File: config.mk
export PLATFORM = sky130hd
export DESIGN_NAME = tick_rate_decoder
export DESIGN_NICKNAME = d
export VERILOG_FILES = /design/src/rtl/tick_rate_decoder.sv
export SDC_FILE = /design/constraint.sdc
export NUM_CORES = 1
export LEC_CHECK = 0
export ABC_AREA = 1
export CORE_ASPECT_RATIO = 1.5
export CORE_UTILIZATION = 59
export CTS_CLUSTER_SIZE = 25
export DETAILED_ROUTE_END_ITERATION = 6
export MAX_ROUTING_LAYER = met4
export PLACE_DENSITY = 0.8
export SLEW_MARGIN = 20
export SYNTH_ARGS = -nofsm -noshare
export SYNTH_HDL_FRONTEND = slang
export SYNTH_SLANG_ARGS = --single-unit
File: constraint.sdc
create_clock -name CLK_50 -period 4.1 [get_ports CLK_50]
set_input_delay 0.82 -clock CLK_50 [delete_from_list [all_inputs] [get_ports CLK_50]]
set_output_delay 0.82 -clock CLK_50 [all_outputs]
set_load 0.05 [all_outputs]
File: src/rtl/tick_rate_decoder.sv
// tick_rate_decoder
// Measures the half-period of a divided square wave (slow_clk) in CLK_50
// cycles and decodes it back to the 0..5 frequency index. The index is
// reported together with a lock flag and the last measured half-period.
// Optional build macro: CHANGE_PULSE_EN adds the freq_chg output, a
// one-cycle pulse whenever a new lock lands on a different index.

module tick_rate_decoder #(
    parameter int unsigned N0        = 25000000,
    parameter int unsigned N1        = 12500000,
    parameter int unsigned N2        = 8333333,
    parameter int unsigned N3        = 6250000,
    parameter int unsigned N4        = 5000000,
    parameter int unsigned N5        = 4166667,
    parameter int unsigned TOL_SHIFT = 6,
    parameter int unsigned LOCK_CNT  = 2,
    parameter int unsigned TIMEOUT   = 50000000,
    parameter int unsigned CW        = 26
) (
    input  logic          CLK_50,
    input  logic          reset,
    input  logic          slow_clk,
    output logic [2:0]    freq_num,
    output logic          locked,
    output logic [CW-1:0] period
`ifdef CHANGE_PULSE_EN
    ,
    output logic          freq_chg
`endif
);

    typedef enum logic [1:0] {
        S_SEARCH,
        S_MEASURE,
        S_LOCKED
    } state_e;

    localparam logic [CW-1:0] TIMEOUT_C = CW'(TIMEOUT);
    localparam logic [3:0]    LOCK_C    = 4'(LOCK_CNT);
    localparam logic [CW-1:0] NOMINAL [6] = '{CW'(N0), CW'(N1), CW'(N2),
                                              CW'(N3), CW'(N4), CW'(N5)};

    state_e        state;
    state_e        state_next;

    logic          sync_meta;
    logic          sync_stable;
    logic          sync_prev;
    logic          edge_seen;

    logic [CW-1:0] count;

    logic          match_hit;
    logic [2:0]    match_idx;
    logic [CW-1:0] diff;

    logic [3:0]    streak;
    logic [3:0]    streak_next;
    logic [2:0]    cand;
    logic [2:0]    cand_next;
    logic [2:0]    freq_q;
    logic [2:0]    freq_next;
    logic [CW-1:0] period_q;
    logic [CW-1:0] period_next;
`ifdef CHANGE_PULSE_EN
    logic          chg_q;
    logic          chg_next;
`endif

    // Two-flop synchroniser, then a history flop whose XOR flags either slow_clk edge one cycle later
    always_ff @(posedge CLK_50 or negedge reset) begin
        if (!reset) begin
            sync_meta   <= 1'b0;
            sync_stable <= 1'b0;
            sync_prev   <= 1'b0;
            edge_seen   <= 1'b0;
        end else begin
            sync_meta   <= slow_clk;
            sync_stable <= sync_meta;
            sync_prev   <= sync_stable;
            edge_seen   <= sync_stable ^ sync_prev;
        end
    end

    // Cycles since the last detected edge; restarts at 1 so its value at an edge is the full half-period
    always_ff @(posedge CLK_50 or negedge reset) begin
        if (!reset) begin
            count <= '0;
        end else if (edge_seen) begin
            count <= {{(CW-1){1'b0}}, 1'b1};
        end else if (count < TIMEOUT_C) begin
            count <= count + 1'b1;
        end
    end

    // Find the lowest index whose tolerance window contains the current count
    always_comb begin
        match_hit = 1'b0;
        match_idx = 3'd0;
        diff      = '0;
        for (int k = 5; k >= 0; k--) begin
            diff = (count >= NOMINAL[k]) ? (count - NOMINAL[k]) : (NOMINAL[k] - count);
            if (diff <= (NOMINAL[k] >> TOL_SHIFT)) begin
                match_hit = 1'b1;
                match_idx = 3'(k);
            end
        end
    end

    // FSM state register
    always_ff @(posedge CLK_50 or negedge reset) begin
        if (!reset) begin
            state <= S_SEARCH;
        end else begin
            state <= state_next;
        end
    end

    // Next-state and datapath decisions; an edge always takes priority over the timeout
    always_comb begin
        state_next  = state;
        streak_next = streak;
        cand_next   = cand;
        freq_next   = freq_q;
        period_next = period_q;
`ifdef CHANGE_PULSE_EN
        chg_next    = 1'b0;
`endif
        if (edge_seen) begin
            unique case (state)
                S_SEARCH: begin
                    state_next  = S_MEASURE;
                    streak_next = '0;
                end
                S_MEASURE: begin
                    period_next = count;
                    if (!match_hit) begin
                        streak_next = '0;
                    end else if (match_idx == cand) begin
                        streak_next = streak + 4'd1;
                    end else begin
                        cand_next   = match_idx;
                        streak_next = 4'd1;
                    end
                    if (match_hit && (streak_next == LOCK_C)) begin
                        freq_next  = cand_next;
                        state_next = S_LOCKED;
`ifdef CHANGE_PULSE_EN
                        chg_next   = (cand_next != freq_q);
`endif
                    end
                end
                S_LOCKED: begin
                    period_next = count;
                    if (!match_hit) begin
                        state_next  = S_MEASURE;
                        streak_next = '0;
                    end else if (match_idx != freq_q) begin
                        state_next  = S_MEASURE;
                        cand_next   = match_idx;
                        streak_next = 4'd1;
                    end
                end
                default: begin
                    state_next  = S_SEARCH;
                    streak_next = '0;
                end
            endcase
        end else if ((state != S_SEARCH) && (count == TIMEOUT_C)) begin
            state_next  = S_SEARCH;
            streak_next = '0;
        end
    end

    // Registers holding the streak, candidate and reported values
    always_ff @(posedge CLK_50 or negedge reset) begin
        if (!reset) begin
            streak   <= '0;
            cand     <= 3'd0;
            freq_q   <= 3'd0;
            period_q <= '0;
`ifdef CHANGE_PULSE_EN
            chg_q    <= 1'b0;
`endif
        end else begin
            streak   <= streak_next;
            cand     <= cand_next;
            freq_q   <= freq_next;
            period_q <= period_next;
`ifdef CHANGE_PULSE_EN
            chg_q    <= chg_next;
`endif
        end
    end

    // Outputs come straight from registers; lock is simply being in the LOCKED state
    always_comb begin
        locked   = (state == S_LOCKED);
        freq_num = freq_q;
        period   = period_q;
`ifdef CHANGE_PULSE_EN
        freq_chg = chg_q;
`endif
    end

endmodule

==> run_results.csv, run 1 <==
group,metric,value,unit
outcome,toolErrorMsg,"[ERROR GRT-0116] Global routing finished with congestion. Check the congestion regions in the DRC Viewer.",
placed_design,gp_congestion,1.35,
synthesis,yosysTopAreaCellShare,30.8,%
cts,hold_buffers,0,
cts,cts_buffer_depth,2,
floorplan,num_rows,66,
cts,root_buffer,"clkbuf_16",
placed_design,dp_hpwl,49.1,mm
synthesis,ys_warn_count,0,
cts,htreeDepth,3,
outcome,status,"stopped before the end",
global_routing,grtUsageTotal,64.8,%
floorplan,die_y,186,um
global_routing,grt_pass1_vias,19100,
cts,cts_sinks,68,
synthesis,netlist_area,0.0133,sq mm
global_routing,overflow,25,
global_routing,grt_max_degree,69,
synthesis,synth-seq-cells,68,
outcome,failing_step,"global routing",
placed_design,numPortBuffers,32,
synthesis,ys_types,52,
synthesis,syn-num-nets,2573,
synthesis,ys.flop_type,"dfrtp_1",
synthesis,async_flop_share,100,%
synthesis,synth-edff-count,0,
synthesis,synth_cells,2537,
synthesis,syn_area_per_cell,5.23,sq um
synthesis,synth_area_leader_cell,"nand2_1",
cts,cts_buffers,9,
synthesis,synthTopCellsByArea,"nand2_1 (31%), dfrtp_1 (13%), nor2_1 (8.6%)",
floorplan,initial_utilization,60.6,%
synthesis,seq_area_frac_synth,12.8,%
floorplan,die_w,124,um
floorplan,io_pins,33,
global_routing,grt_pass1_wl,110,mm
synth_stat cells (all sizes together), types with 3 or more instances:
| library cell | number |
|---|---|
| dfrtp | 68 |
| nand4 | 36 |
| o21a | 3 |
| nor3 | 27 |
| ha | 33 |
| a21boi | 4 |
| nand3 | 228 |
| a21oi | 75 |
| buf | 79 |
| clkbuf | 31 |
| nand2 | 1115 |
| a31oi | 6 |
| clkinv | 4 |
| nor2 | 345 |
| xor2 | 128 |
| nand3b | 6 |
| inv | 191 |
| o21ai | 136 |
| o22ai | 3 |
stage by stage:
step | cells | cell area (sq um) | setup WS [ns] | util (%)
floorplan | 2537 | 13300 | 0.122 | -
global placement | 2927 | 14900 | 0.180 | 68.0
detailed placement | 2927 | 14900 | 0.0158 | 68.0
CTS | 2943 | 15200 | 0.0681 | 69.3
metal layers:
layer / overflow / track usage (%)
met1: 0 / 62.8
met2: 12 / 84.8
met3: 0 / 43.0
met4: 13 / 63.1
met5: - / -
repair_timing:
| action | in CTS |
|---|---|
| setup endpoints to repair | 9 |
| buffers inserted | 0 |
| gates resized for setup | 1 |
cell families after synthesis:
| kind of cell | count (synthesis) | share of synthesized area [%] |
|---|---|---|
| flops | 68 | 12.8 |
| buf+inv | 305 | 10.2 |
| simple gates | 1763 | 55.8 |
| xor+xnor | 130 | 8.58 |
| compound gates | 238 | 9.55 |
| fa+ha+maj | 33 | 3.11 |
==> run 2: changes to the inputs <==
--- a/config.mk
+++ b/config.mk
@@ -6,12 +6,9 @@
 export NUM_CORES = 1
 export LEC_CHECK = 0
 export ABC_AREA = 1
-export CORE_ASPECT_RATIO = 1.5
-export CORE_UTILIZATION = 59
-export CTS_CLUSTER_SIZE = 25
+export CORE_UTILIZATION = 40
 export DETAILED_ROUTE_END_ITERATION = 6
-export MAX_ROUTING_LAYER = met4
-export PLACE_DENSITY = 0.8
+export PLACE_DENSITY_LB_ADDON = 0.15
 export SLEW_MARGIN = 20
 export SYNTH_ARGS = -nofsm -noshare
 export SYNTH_HDL_FRONTEND = slang
==> constraint.sdc (replaced) <==
create_clock -name CLK_50 -period 5.3 [get_ports CLK_50]
set_input_delay 1.06 -clock CLK_50 [delete_from_list [all_inputs] [get_ports CLK_50]]
set_output_delay 1.06 -clock CLK_50 [all_outputs]
set_load 0.05 [all_outputs]
==> run_results.csv, run 2 <==
group,metric,value,unit
power_and_ir_drop,p_per_area,121,mW/mm^2
floorplan,dieArea,0.0339,sq mm
synthesis,synth_most_common_cell,"nand2_1",
cts,cts_buffers,9,
synthesis,syn-num-nets,2573,
synthesis,ys_types,52,
synthesis,ys_warn_count,0,
worst_setup_path,startpoint_type,"register",
routing,ant_nets,0,
placed_design,dpl.cell_count,3012,
floorplan,initial_utilization,40.7,%
cts,cts_sinks,68,
synthesis,synth.top_cells.by_count,"nand2_1 (1090), nor2_1 (305), nand3_1 (217)",
sta,timing.final.crit_share,93.7,%
sta,whs,0.373,ns
synthesis,synth_cells,2537,
sta,fin_setup_tns,0,ns
synthesis,yosysTopAreaCellShare,30.8,%
final_layout,utilization,45.1,%
final_layout,area_delta_synth_final,11.0,%
power_and_ir_drop,vdd_ir_drop_max,169,uV
floorplan,num_rows,66,
global_routing,overflow,0,
worst_setup_path,required,5.58,ns
sta,max_slew_margin,33.9,%
synthesis,yosys.area_share.simple,55.8,%
floorplan,die_y,184,um
synthesis,synth-seq-cells,68,
routing,via_count,17700,
routing,routed_via_density,5.85,
global_routing,antenna_found_initial,3,
placed_design,numPortBuffers,32,
outcome,status,"finished clean",
synthesis,seq_area_frac_synth,12.8,%
sta,tightest_slew,0.992,ns
placed_design,placedInstanceArea,0.0144,sq mm
cts,hold_buffers,0,
synthesis,synthTopCellsByArea,"nand2_1 (31%), dfrtp_1 (13%), nor2_1 (8.6%)",
placed_design,gp_congestion,1.12,
worst_setup_path,max_stage_delay,0.61,ns
routing,firstDrtPassIters,6,
sta,period_minus_slack,4.97,ns
sta,rsz0062_at_grt,"false",
cts,cts_buffer_depth,2,
final_layout,final_common_cell,"nand2_1",
worst_setup_path,crit_fanout,15,
routing,routed_wl,75.6,mm
min_path,hold_depth,0,
global_routing,grt_pass1_wl,109,mm
global_routing,grtUsageTotal,44.9,%
cts,clk_pin_slew,0.07,ns
final_layout,finish.instance_area,0.0147,sq mm
synthesis,synth_area_leader_cell,"nand2_1",
min_path,hp-class,"reg2reg",
sta,clock.fmax,201,MHz
final_layout,drive_gt1_share,9.13,%
synthesis,synth-edff-count,0,
final_layout,antenna_cells,0,
final_layout,final_cell_mix,"nand2_1 (1090), nor2_1 (305), nand3_1 (217)",
cts,root_buffer,"clkbuf_16",
cts,htreeDepth,3,
sta,slew_violations,0,
synthesis,ys.flop_type,"dfrtp_1",
synthesis,synth_xor_area_share,8.58,%
global_routing,grt_max_degree,69,
cts,cts_tree,"yes",
worst_setup_path,r2r.worst_path.cells,28,
synthesis,synth-compound-area-share,9.55,%
worst_setup_path,slowest_stage,"dfrtp_1",
synthesis,yosys.area_share.adder,3.11,%
job,cap_viol_max_count,0,
sta,fin_worst_skew,0.0135,ns
floorplan,core_region_area,0.0326,sq mm
synthesis,syn_area_per_cell,5.23,sq um
routing,wl_per_cell,25.0,um
sta,setup_viol,0,
floorplan,io_pins,33,
final_layout,fin_cells,3028,
cts,clock_latency,0.39,ns
worst_setup_path,worst_ep_arrival_time,5.24,ns
synthesis,synth_top_family_by_area,"simple AND/OR/NAND/NOR gates",
synthesis,netlist_area,0.0133,sq mm
worst_setup_path,worstSetupEndpointType,"register",
floorplan,die_w,184,um
cts,post_cts_buffers,0,
synthesis,yosys-mux-area-fraction,0,%
routing,first_iter_violations,2131,
worst_setup_path,cp_common_cell,"nand2_1",
cts,post_cts_resized,0,
worst_setup_path,critPathKind,"reg2reg",
sta,hold_viol,0,
routing,drc_errors,0,
power_and_ir_drop,leakage,7.71,nW
placed_design,dp_hpwl,57.9,mm
final_layout,num-nets-final,2617,
global_routing,grt_pass1_vias,16400,
synthesis,async_flop_share,100,%
==> run 2: cell counts after synthesis <==
No cell type changed its count.
==> run 2: area by class of cell <==
| type | instances | area, sq um |
|---|---|---|
| Inverter | 195 | 736 |
| Clock buffer | 9 | 225 |
| Timing Repair Buffer | 143 | 1200 |
| Fill cell | 3721 | 17900 |
| Tap cell | 442 | 553 |
| Sequential cell | 68 | 1700 |
| Clock inverter | 7 | 80.1 |
| Multi-Input combinational cell | 2164 | 10200 |
==> run 2: stage by stage <==
| stage | setup slack, ns | power, mW |
|---|---|---|
| after floorplan | 1.32 | 0.904 |
| after global placement | 0.534 | 1.09 |
| after detailed placement | 0.490 | 1.09 |
| after CTS | 0.481 | 1.77 |
| after global routing | 0.0444 | 1.85 |
| final | 0.335 | 1.78 |
==> run 2: cells by family after synthesis <==
family / count (synthesis)
adder cells (fa/ha/maj): 33
AO/OA/AOI/OAI: 238
AND/OR/NAND/NOR: 1763
XOR/XNOR: 130
flip-flops: 68
buffers and inverters: 305
==> run 2: worst paths after layout <==
check / from / to / slack [ns]
worst max-delay path: count[2] / state[0] / 0.33
worst min-delay path: sync_meta / sync_stable / 0.37
worst max register to register: count[2] / state[0] / 0.33
worst min register to register: sync_meta / sync_stable / 0.37
max in group asynchronous: reset / count[16] / 3.80
min in group asynchronous: reset / cand[1] / 0.79
==> run 2: worst max-delay path, delay by kind of cell, from the launching register on <==
| family | cells | cell delay, ns |
|---|---|---|
| adder cells (fa/ha/maj) | 1 | 0.45 |
| buffers and inverters | 3 | 0.70 |
| flip-flops | 1 | 0.61 |
| AND/OR/NAND/NOR | 24 | 3.08 |
==> run 2: layer usage <==
metal	part of all wire, %	global-route usage (%)
met2	41	66.7
met1	39	55.0
met5	0.034	0
met4	8.7	33.3
met3	12	13.1
==> run 2: power breakdown <==
group          switching (mW)  total [mW]  internal [mW]
combinational           0.374       0.510          0.136
clock                   0.309       0.680          0.371
sequential             0.0391       0.587          0.548
Note: power is estimated with default switching activity, not from simulation.
